**src/rtl/arb_mux.sv**
```systemverilog
//------------------------------------------------------------------------------
// Module   : arb_mux
// Purpose  : Round-robin N:1 arbiter feeding a single registered output stage.
//            Full throughput (one beat per cycle) with valid/ready handshakes
//            on every input channel and on the output.
// Options  : define ARB_MUX_LOCK_EN to add the in_lock port, which lets a
//            channel hold the grant across several consecutive beats.
// Revision : 1.0 - initial release
//------------------------------------------------------------------------------
`default_nettype none

module arb_mux #(
  parameter int WIDTH    = 32,
  parameter int CHANNELS = 8,
  parameter int IDW      = 3
) (
  input  logic                      clk,
  input  logic                      rst_n,
  input  logic [CHANNELS-1:0]       in_valid,
  input  logic [CHANNELS*WIDTH-1:0] in_data,
  output logic [CHANNELS-1:0]       in_ready,
`ifdef ARB_MUX_LOCK_EN
  input  logic [CHANNELS-1:0]       in_lock,
`endif
  output logic                      out_valid,
  input  logic                      out_ready,
  output logic [WIDTH-1:0]          out_data,
  output logic [IDW-1:0]            out_id
);

  localparam logic [IDW:0]   CH_EXT  = (IDW+1)'(CHANNELS);
  localparam logic [IDW-1:0] LAST_CH = IDW'(CHANNELS-1);

  typedef enum logic {EMPTY = 1'b0, FULL = 1'b1} state_t;

  state_t               state;
  state_t               state_next;
  logic [IDW-1:0]       ptr;
  logic [IDW-1:0]       ptr_next;
  logic                 load;
  logic                 xfer;
  logic                 grant_found;
  logic [IDW-1:0]       grant_id;
  logic [IDW:0]         sum;
  logic [CHANNELS-1:0]  eligible;
  logic [CHANNELS-1:0]  rotated;
  logic [WIDTH-1:0]     grant_data;
`ifdef ARB_MUX_LOCK_EN
  logic                 lock_flag;
  logic                 grant_lock;
  logic [CHANNELS-1:0]  lock_mask;
`endif

  // The output register can take a new beat when empty or when it drains now.
  assign load      = (state == EMPTY) || out_ready;
  assign out_valid = (state == FULL);
  assign ptr_next  = (grant_id == LAST_CH) ? '0 : grant_id + 1'b1;

  // Requests allowed to compete; a held lock restricts them to the locked channel,
  // which is always the channel that sourced the beat currently in out_id.
  always_comb begin
`ifdef ARB_MUX_LOCK_EN
    lock_mask = '0;
    for (int i = 0; i < CHANNELS; i++) lock_mask[i] = (out_id == IDW'(i));
    eligible = lock_flag ? (in_valid & lock_mask) : in_valid;
`else
    eligible = in_valid;
`endif
  end

  // Round-robin pick: rotate requests so ptr lands at bit 0, take the lowest set bit.
  always_comb begin
    rotated     = CHANNELS'({eligible, eligible} >> ptr);
    grant_found = 1'b0;
    grant_id    = '0;
    sum         = '0;
    for (int k = 0; k < CHANNELS; k++) begin
      if (!grant_found && rotated[k]) begin
        grant_found = 1'b1;
        sum         = {1'b0, ptr} + (IDW+1)'(k);
        if (sum >= CH_EXT) sum = sum - CH_EXT;
        grant_id    = sum[IDW-1:0];
      end
    end
  end

  // Handshake decode and payload select for the granted channel; reset blocks any accept.
  always_comb begin
    xfer       = rst_n && load && grant_found;
    in_ready   = '0;
    grant_data = '0;
`ifdef ARB_MUX_LOCK_EN
    grant_lock = 1'b0;
`endif
    for (int i = 0; i < CHANNELS; i++) begin
      if (grant_id == IDW'(i)) begin
        in_ready[i] = xfer;
        grant_data  = in_data[i*WIDTH +: WIDTH];
`ifdef ARB_MUX_LOCK_EN
        grant_lock  = in_lock[i];
`endif
      end
    end
  end

  // Next state: a load always leaves us FULL; a drain without a load empties us.
  always_comb begin
    state_next = state;
    if (xfer)                            state_next = FULL;
    else if (state == FULL && out_ready) state_next = EMPTY;
  end

  // State register.
  always_ff @(posedge clk or negedge rst_n) begin
    if (!rst_n) state <= EMPTY;
    else        state <= state_next;
  end

  // Output payload register; holds its value whenever nothing is loaded.
  always_ff @(posedge clk or negedge rst_n) begin
    if (!rst_n) begin
      out_data <= '0;
      out_id   <= '0;
    end else if (xfer) begin
      out_data <= grant_data;
      out_id   <= grant_id;
    end
  end

  // Arbitration pointer (and lock flag) advance only on an input transfer.
  always_ff @(posedge clk or negedge rst_n) begin
    if (!rst_n) begin
      ptr       <= '0;
`ifdef ARB_MUX_LOCK_EN
      lock_flag <= 1'b0;
`endif
    end else if (xfer) begin
`ifdef ARB_MUX_LOCK_EN
      if (!lock_flag || !grant_lock) ptr <= ptr_next;
      lock_flag <= grant_lock;
`else
      ptr       <= ptr_next;
`endif
    end
  end

endmodule

`default_nettype wire

```
**config.mk**
```make
export PLATFORM = sky130hd
export DESIGN_NAME = arb_mux
export DESIGN_NICKNAME = d
export VERILOG_FILES = /design/src/rtl/arb_mux.sv
export SDC_FILE = /design/constraint.sdc
export NUM_CORES = 1
export LEC_CHECK = 0
export CELL_PAD_IN_SITES_DETAIL_PLACEMENT = 0
export CELL_PAD_IN_SITES_GLOBAL_PLACEMENT = 1
export CORE_AREA = 2 2 121 123
export DETAILED_ROUTE_END_ITERATION = 12
export DIE_AREA = 0 0 123 125
export DONT_BUFFER_PORTS = 1
export GPL_TIMING_DRIVEN = 0
export HOLD_SLACK_MARGIN = 0.15
export PLACE_DENSITY = 0.72
export SYNTH_ARGS = -nofsm -noshare
export SYNTH_HDL_FRONTEND = slang
export SYNTH_SLANG_ARGS = --single-unit
```
**constraint.sdc**
```tcl
create_clock -name clk -period 12.3 [get_ports clk]
set_input_delay 2.46 -clock clk [delete_from_list [all_inputs] [get_ports clk]]
set_output_delay 2.46 -clock clk [all_outputs]
set_load 0.03 [all_outputs]
```
== Yosys cells after proc, flatten, opt, wreduce, memory -nomap -nowiden ==
Index checks and enable logic that the tools add are counted.
W data, S select, Z words.

* Bits in registers: 39
* Bits of input ports: 267
* Output and inout port bits: 44

* Add/sub/neg operators: 16
* $lt $le $gt $ge: 8
* Equal/unequal tests: 7
* Shifts and indexed selects: 1
* Mux-type cells: 43
* Bitwise logic cells: 1
* Reductions and logical operators: 20

{| class="wikitable"
|+ Operator list
! cell !! count
|-
| $mux W32 || 8
|-
| $mux W3 || 17
|-
| $ge A4 B4 Y1 const B || 7
|-
| $sub A3 B1 Y3 const B || 8
|-
| $mux W1 || 18
|-
| $add A3 B3 Y4 const B || 4
|-
| $shr A16 B3 Y8 || 1
|-
| $eq A3 B3 Y1 const B || 4
|-
| $logic_and A1 B1 Y1 || 10
|-
| $add A3 B2 Y4 const B || 2
|-
| $logic_not A1 Y1 || 7
|-
| $eq A3 B2 Y1 const B || 2
|-
| $add A3 B1 Y4 const B || 1
|-
| $ge A3 B4 Y1 const B || 1
|-
| $add A3 B1 Y3 const B || 1
|-
| $eq A3 B1 Y1 const B || 1
|-
| $logic_not A3 Y1 || 1
|-
| $reduce_bool A2 Y1 || 1
|-
| $logic_or A1 B1 Y1 || 1
|-
| $not A1 Y1 || 1
|}

== Depth between registers and ports, before layout ==
* Word-level depth: 32
* Mapped depth: 20
* Mapped depth without buffers: 17

== Worst setup path before layout ==
OpenSTA, ideal clock, no wires.

* Kind: input -> output
* Start point: input in_valid[2]
* End point: output in_ready[1]
* Data arrival time: 5.438 ns
* Data required time: 9.840 ns
* Slack: 4.402 ns
* Stages: 12
* Path buffers: 3
* Cells stage by stage: mux4_2 mux2i_2 nand3b_1 nor3_1 a2111oi_0 or2_2 inv_1 ha_1 clkbuf_1 clkbuf_1 buf_1 and3_1

* Word-level cells in the longest chain between the ends: 25
* Elaborated cells on any way between the ends: 34

{| class="wikitable"
|+ Ends and longest elaborated chain
! item !! RTL line !! source
|-
| start, declared || 19 || <nowiki>input logic [CHANNELS-1:0] in_valid,</nowiki>
|-
| $shr A16 B3 Y8 (*) || 73 || <nowiki>rotated = CHANNELS'({eligible, eligible} >> ptr);</nowiki>
|-
| $mux W1 || 78 || <nowiki>if (!grant_found && rotated[k]) begin</nowiki>
|-
| $logic_not A1 Y1 || 78 ||
|-
| $logic_and A1 B1 Y1 || 78 ||
|-
| $mux W1 || 78 ||
|-
| $logic_not A1 Y1 || 78 ||
|-
| $logic_and A1 B1 Y1 || 78 ||
|-
| $mux W1 || 78 ||
|-
| (+10 left out) || -- ||
|-
| $logic_and A1 B1 Y1 || 78 ||
|-
| $mux W1 || 78 ||
|-
| $logic_not A1 Y1 || 78 ||
|-
| $logic_and A1 B1 Y1 || 78 ||
|-
| $mux W3 (*) || 78 ||
|-
| via grant_id[0] || 43 || <nowiki>logic [IDW-1:0] grant_id;</nowiki>
|-
| $eq A3 B1 Y1 (*) || 96 || <nowiki>if (grant_id == IDW'(i)) begin</nowiki>
|-
| $mux W1 (*) || 96 ||
|-
| end, declared || 21 || <nowiki>output logic [CHANNELS-1:0] in_ready,</nowiki>
|}

Mark *: on every way through the listed nets, which the timed path passes. The rest lies on a longest branch.

== Final worst setup path ==
* Start point: input in_valid[2]
* End point: output in_ready[5]

* Word-level cells in the longest chain between the ends: 25
* Elaborated cells on any way between the ends: 34

{| class="wikitable"
|+ Ends and longest elaborated chain
! item !! RTL line
|-
| $shr A16 B3 Y8 (*) || 73
|-
| $mux W1 || 78
|-
| $logic_not A1 Y1 || 78
|-
| $logic_and A1 B1 Y1 || 78
|-
| $mux W1 || 78
|-
| $logic_not A1 Y1 || 78
|-
| $logic_and A1 B1 Y1 || 78
|-
| $mux W1 || 78
|-
| (+10 left out) || --
|-
| $logic_and A1 B1 Y1 || 78
|-
| $mux W1 || 78
|-
| $logic_not A1 Y1 || 78
|-
| $logic_and A1 B1 Y1 || 78
|-
| $mux W3 (*) || 78
|-
| via grant_id[0] || 43
|-
| $eq A3 B3 Y1 (*) || 96
|-
| $mux W1 (*) || 96
|}

Marks and branches as above.

==> results <==
- In this run, post-CTS repair resized a total of 0 instances.
- The diode insertion count for antenna repair is 0.
- CTS placed an instance of clkbuf_16 at the clock tree root.
- In the synthesized netlist the dominant register cell turns out to be dfrtp_1.
- The H-tree level count is 2.
- The number of buffers added by the clock tree synthesis step is 5.
- After detailed routing, the total wire length is 22.6 mm.
- The register bit count reported by yosys is 39.
- The clock net in this run drives a total of 39 sinks.
- In the layout the commonest cells are nand2_1, nor2_1, a21oi_1.
- Along the worst path, the maximum fanout reaches 10.
- The count of nets left with antenna violations after detail routing is 0.
- The post-detailed-route via-to-cell ratio is roughly 6.1.
- The total overflow left after global routing is 0.
- The clock tree buffer depth is 2.
- The initial utilization of the core area, before any placement, comes to roughly a third.
- The number of cells produced by synthesis is approximately 770.
- The row count is 44.
- The final setup TNS is 0 ps.
- Counting flops with an async set or reset pin after synthesis yields a share of between 90% and 100%.
- The pin count of the biggest net entering global routing is 41.
- The run finished with clean final reports.
- The quantity of hold-fixing buffers added after cts is 0.
- The synthesized netlist occupies a cell area of around 0.0050 mm².
- The mean post-synth cell area is between 6 and 7 µm².
- The actual slew at the worst max-slew pin is approximately 930 ps.
- The final hold violation count is 0.
- The count of boundary I/O pins is ~310.
- In this run the standard cell core region covers roughly 0.014 mm².
- The class of the worst hold path is reg2reg.
- The number of nets in the finished design is 1047.
- Detailed routing inserted a total of approximately 5800 vias.
- The setup-violating endpoint count in the final report is 0.
- After detailed routing, the average wire length per cell comes to approximately 24 µm.
- Clock skew on the completed layout was measured at ~4.8 ps.
- The clock latency on the worst-skew pair is approximately 300 ps.
- The number of DRC markers after the initial detailed-route iteration is 481.
- In this run, distinct cell masters in the synthesized netlist total 46.
- The area growth from synthesis to final layout is 8.06%.
- The first global-routing pass estimated between 30 and 40 mm of wire.
- The slack of the worst reg-to-reg path is 6990 ps.
- The number of port buffers is 0.
- The post-detailed-route DRC marker count is 0.
- For this run, the number of Yosys warnings is 0.
- The half-perimeter wire length after placement is approximately 18 mm.
- The post-layout minimum cycle time is slightly below 9000 ps.
- The first detailed-routing pass took 5 iterations.
- The highest attainable clock frequency is between 100 and 150 MHz.
- In this run the horizontal extent of the chip is between 100 and 150 µm.
- For the worst setup path, the data required time is around 9800 ps.
- The via count of the first global-routing pass came to a little under 6000.
- The count of max-cap constraint violations is 0.
- TritonCTS built the clock tree.
- The floorplan step set the die height to roughly 130 µm.
- The congestion estimate from routability-driven global placement came to between 0.9 and 1.
- The number of max-slew violations in the final report was 0.
- The post-CTS setup-driven buffer insertion count is 0.
- The post-synthesis net count is 1040.
- Measured against its own limit, the worst slew margin works out to between 30% and 40%.
- The leading cell type in the layout, fill and taps excluded is nand2_1.
- The die covers between 0.015 and 0.02 mm².
- The final period utilization is between 70% and 80%.
- The initial antenna violation count came to 1.
- The register clock-pin slew on the reported worst setup and hold paths is 60 ps.
- Before CTS, the worst setup slack after placement is about 3400 ps.
- Setup slack on the critical path of the routed design comes to 3410 ps.
- Setup repair after global routing left no endpoint under its margin.
- Data on the critical path arrives at its endpoint at ~6400 ps.
- The class of the most critical setup path is in2out.
- The launching element type of the critical path is a primary input.
- The number of enable flip-flop cells after synthesis is 0.
- Global routing consumed, over all layers together, between 20 and 30% of the routing resources.
- In the final layout, the share of cells above drive strength 1 is roughly 7.0%.
- The worst hold slack across all endpoints is 727 ps.
- The kind of end point of the critical path is an output port.
- The sequential element share of the synthesized area is about 20%.
-- Yosys cell counts (2+ instances only) --
library cell	n	share of area, %
nand2_1	143	11
nor2_1	138	10
a21oi_1	100	10
clkbuf_1	57	4.3
dfrtp_1	39	19
o21ai_0	39	3.9
a21o_1	35	5.2
a211oi_1	34	5.1
o22ai_1	34	4.2
a221oi_1	32	5.6
mux4_2	13	5.8
buf_2	10	1.0
ha_1	8	2.0
buf_1	7	0.52
inv_1	7	0.52
and3_1	6	0.75
nor3_1	6	0.60
mux2_2	5	1.1
mux2i_1	5	1.0
buf_6	4	0.90
nand2b_1	3	0.37
nand3_1	3	0.30
nor2b_1	3	0.37
a2111oi_0	2	0.35
and2_1	2	0.25
and3b_1	2	0.35
buf_4	2	0.30
inv_2	2	0.15
nand3b_1	2	0.30
nor4b_1	2	0.35
o221ai_1	2	0.35
or2_2	2	0.25
or3_1	2	0.25
xor2_1	2	0.35
-- sequential cells by signal, indices dropped and copies added (netlist names) --
| name | flops |
|---|---|
| out_data | 32 |
| out_id | 3 |
| ptr | 3 |
| out_valid | 1 |
-- area by class of cell --
type                    count  area [µm²]
plain buffers              80         350
flip-flops and latches     39         976
multi-input cells         637        3650
inverters                   9        33.8
clock buffers               6         139
well taps                 184         230
fillers                  1575        8780
clock inverters             2        35.0
-- stage by stage --
step,area [µm²],instances,utilization (%)
floorplan,5010,765,-
global placement,5250,949,36.9
detailed placement,5250,949,36.9
CTS,5420,957,38.2
global route,5420,957,38.2
finish,5420,957,38.2
-- path summary, 6_finish.rpt --
check	startpoint	endpoint	cells after the start
worst min-delay path	out_id[2]	out_id[2]	2
worst min register to register	out_id[2]	out_id[2]	2
worst max register to register	ptr[0]	out_data[1]	17
min in group asynchronous	rst_n	out_data[4]	0
worst max-delay path	in_valid[2]	in_ready[5]	12
max in group asynchronous	rst_n	out_data[16]	0
-- routing by layer --
layer | vias up | GRT usage, % | wire, µm
met5 | - | 0 | 0
met4 | 0 | 7.35 | 453
met3 | 34 | 7.34 | 1830
met2 | 267 | 49.3 | 11100
met1 | 2769 | 35.2 | 9200
li1 | 2751 | - | -
-- critical path, stage by stage --
cell       delay, ps
mux4_2           480
mux2i_2          440
nand3b_1         190
nor3_1           320
a2111oi_0        110
or2_2            360
inv_1            120
ha_1             150
clkbuf_1         330
clkbuf_1         660
buf_1            370
and3_1           410
-- kinds of logic after synthesis --
group / Yosys count / share of synthesized area (%)
AOI/OAI and AO/OA: 285 / 36.4
xor gates and xnor gates: 2 / 0.349
adders and majority gates: 8 / 2.00
buffers and inverters: 89 / 7.66
DFF: 39 / 19.5
muxes: 24 / 8.23
and+or+nand+nor: 318 / 25.9
Power is not shown: default switching activity piles up to over one toggle a cycle in this logic, so the estimate is an artifact.
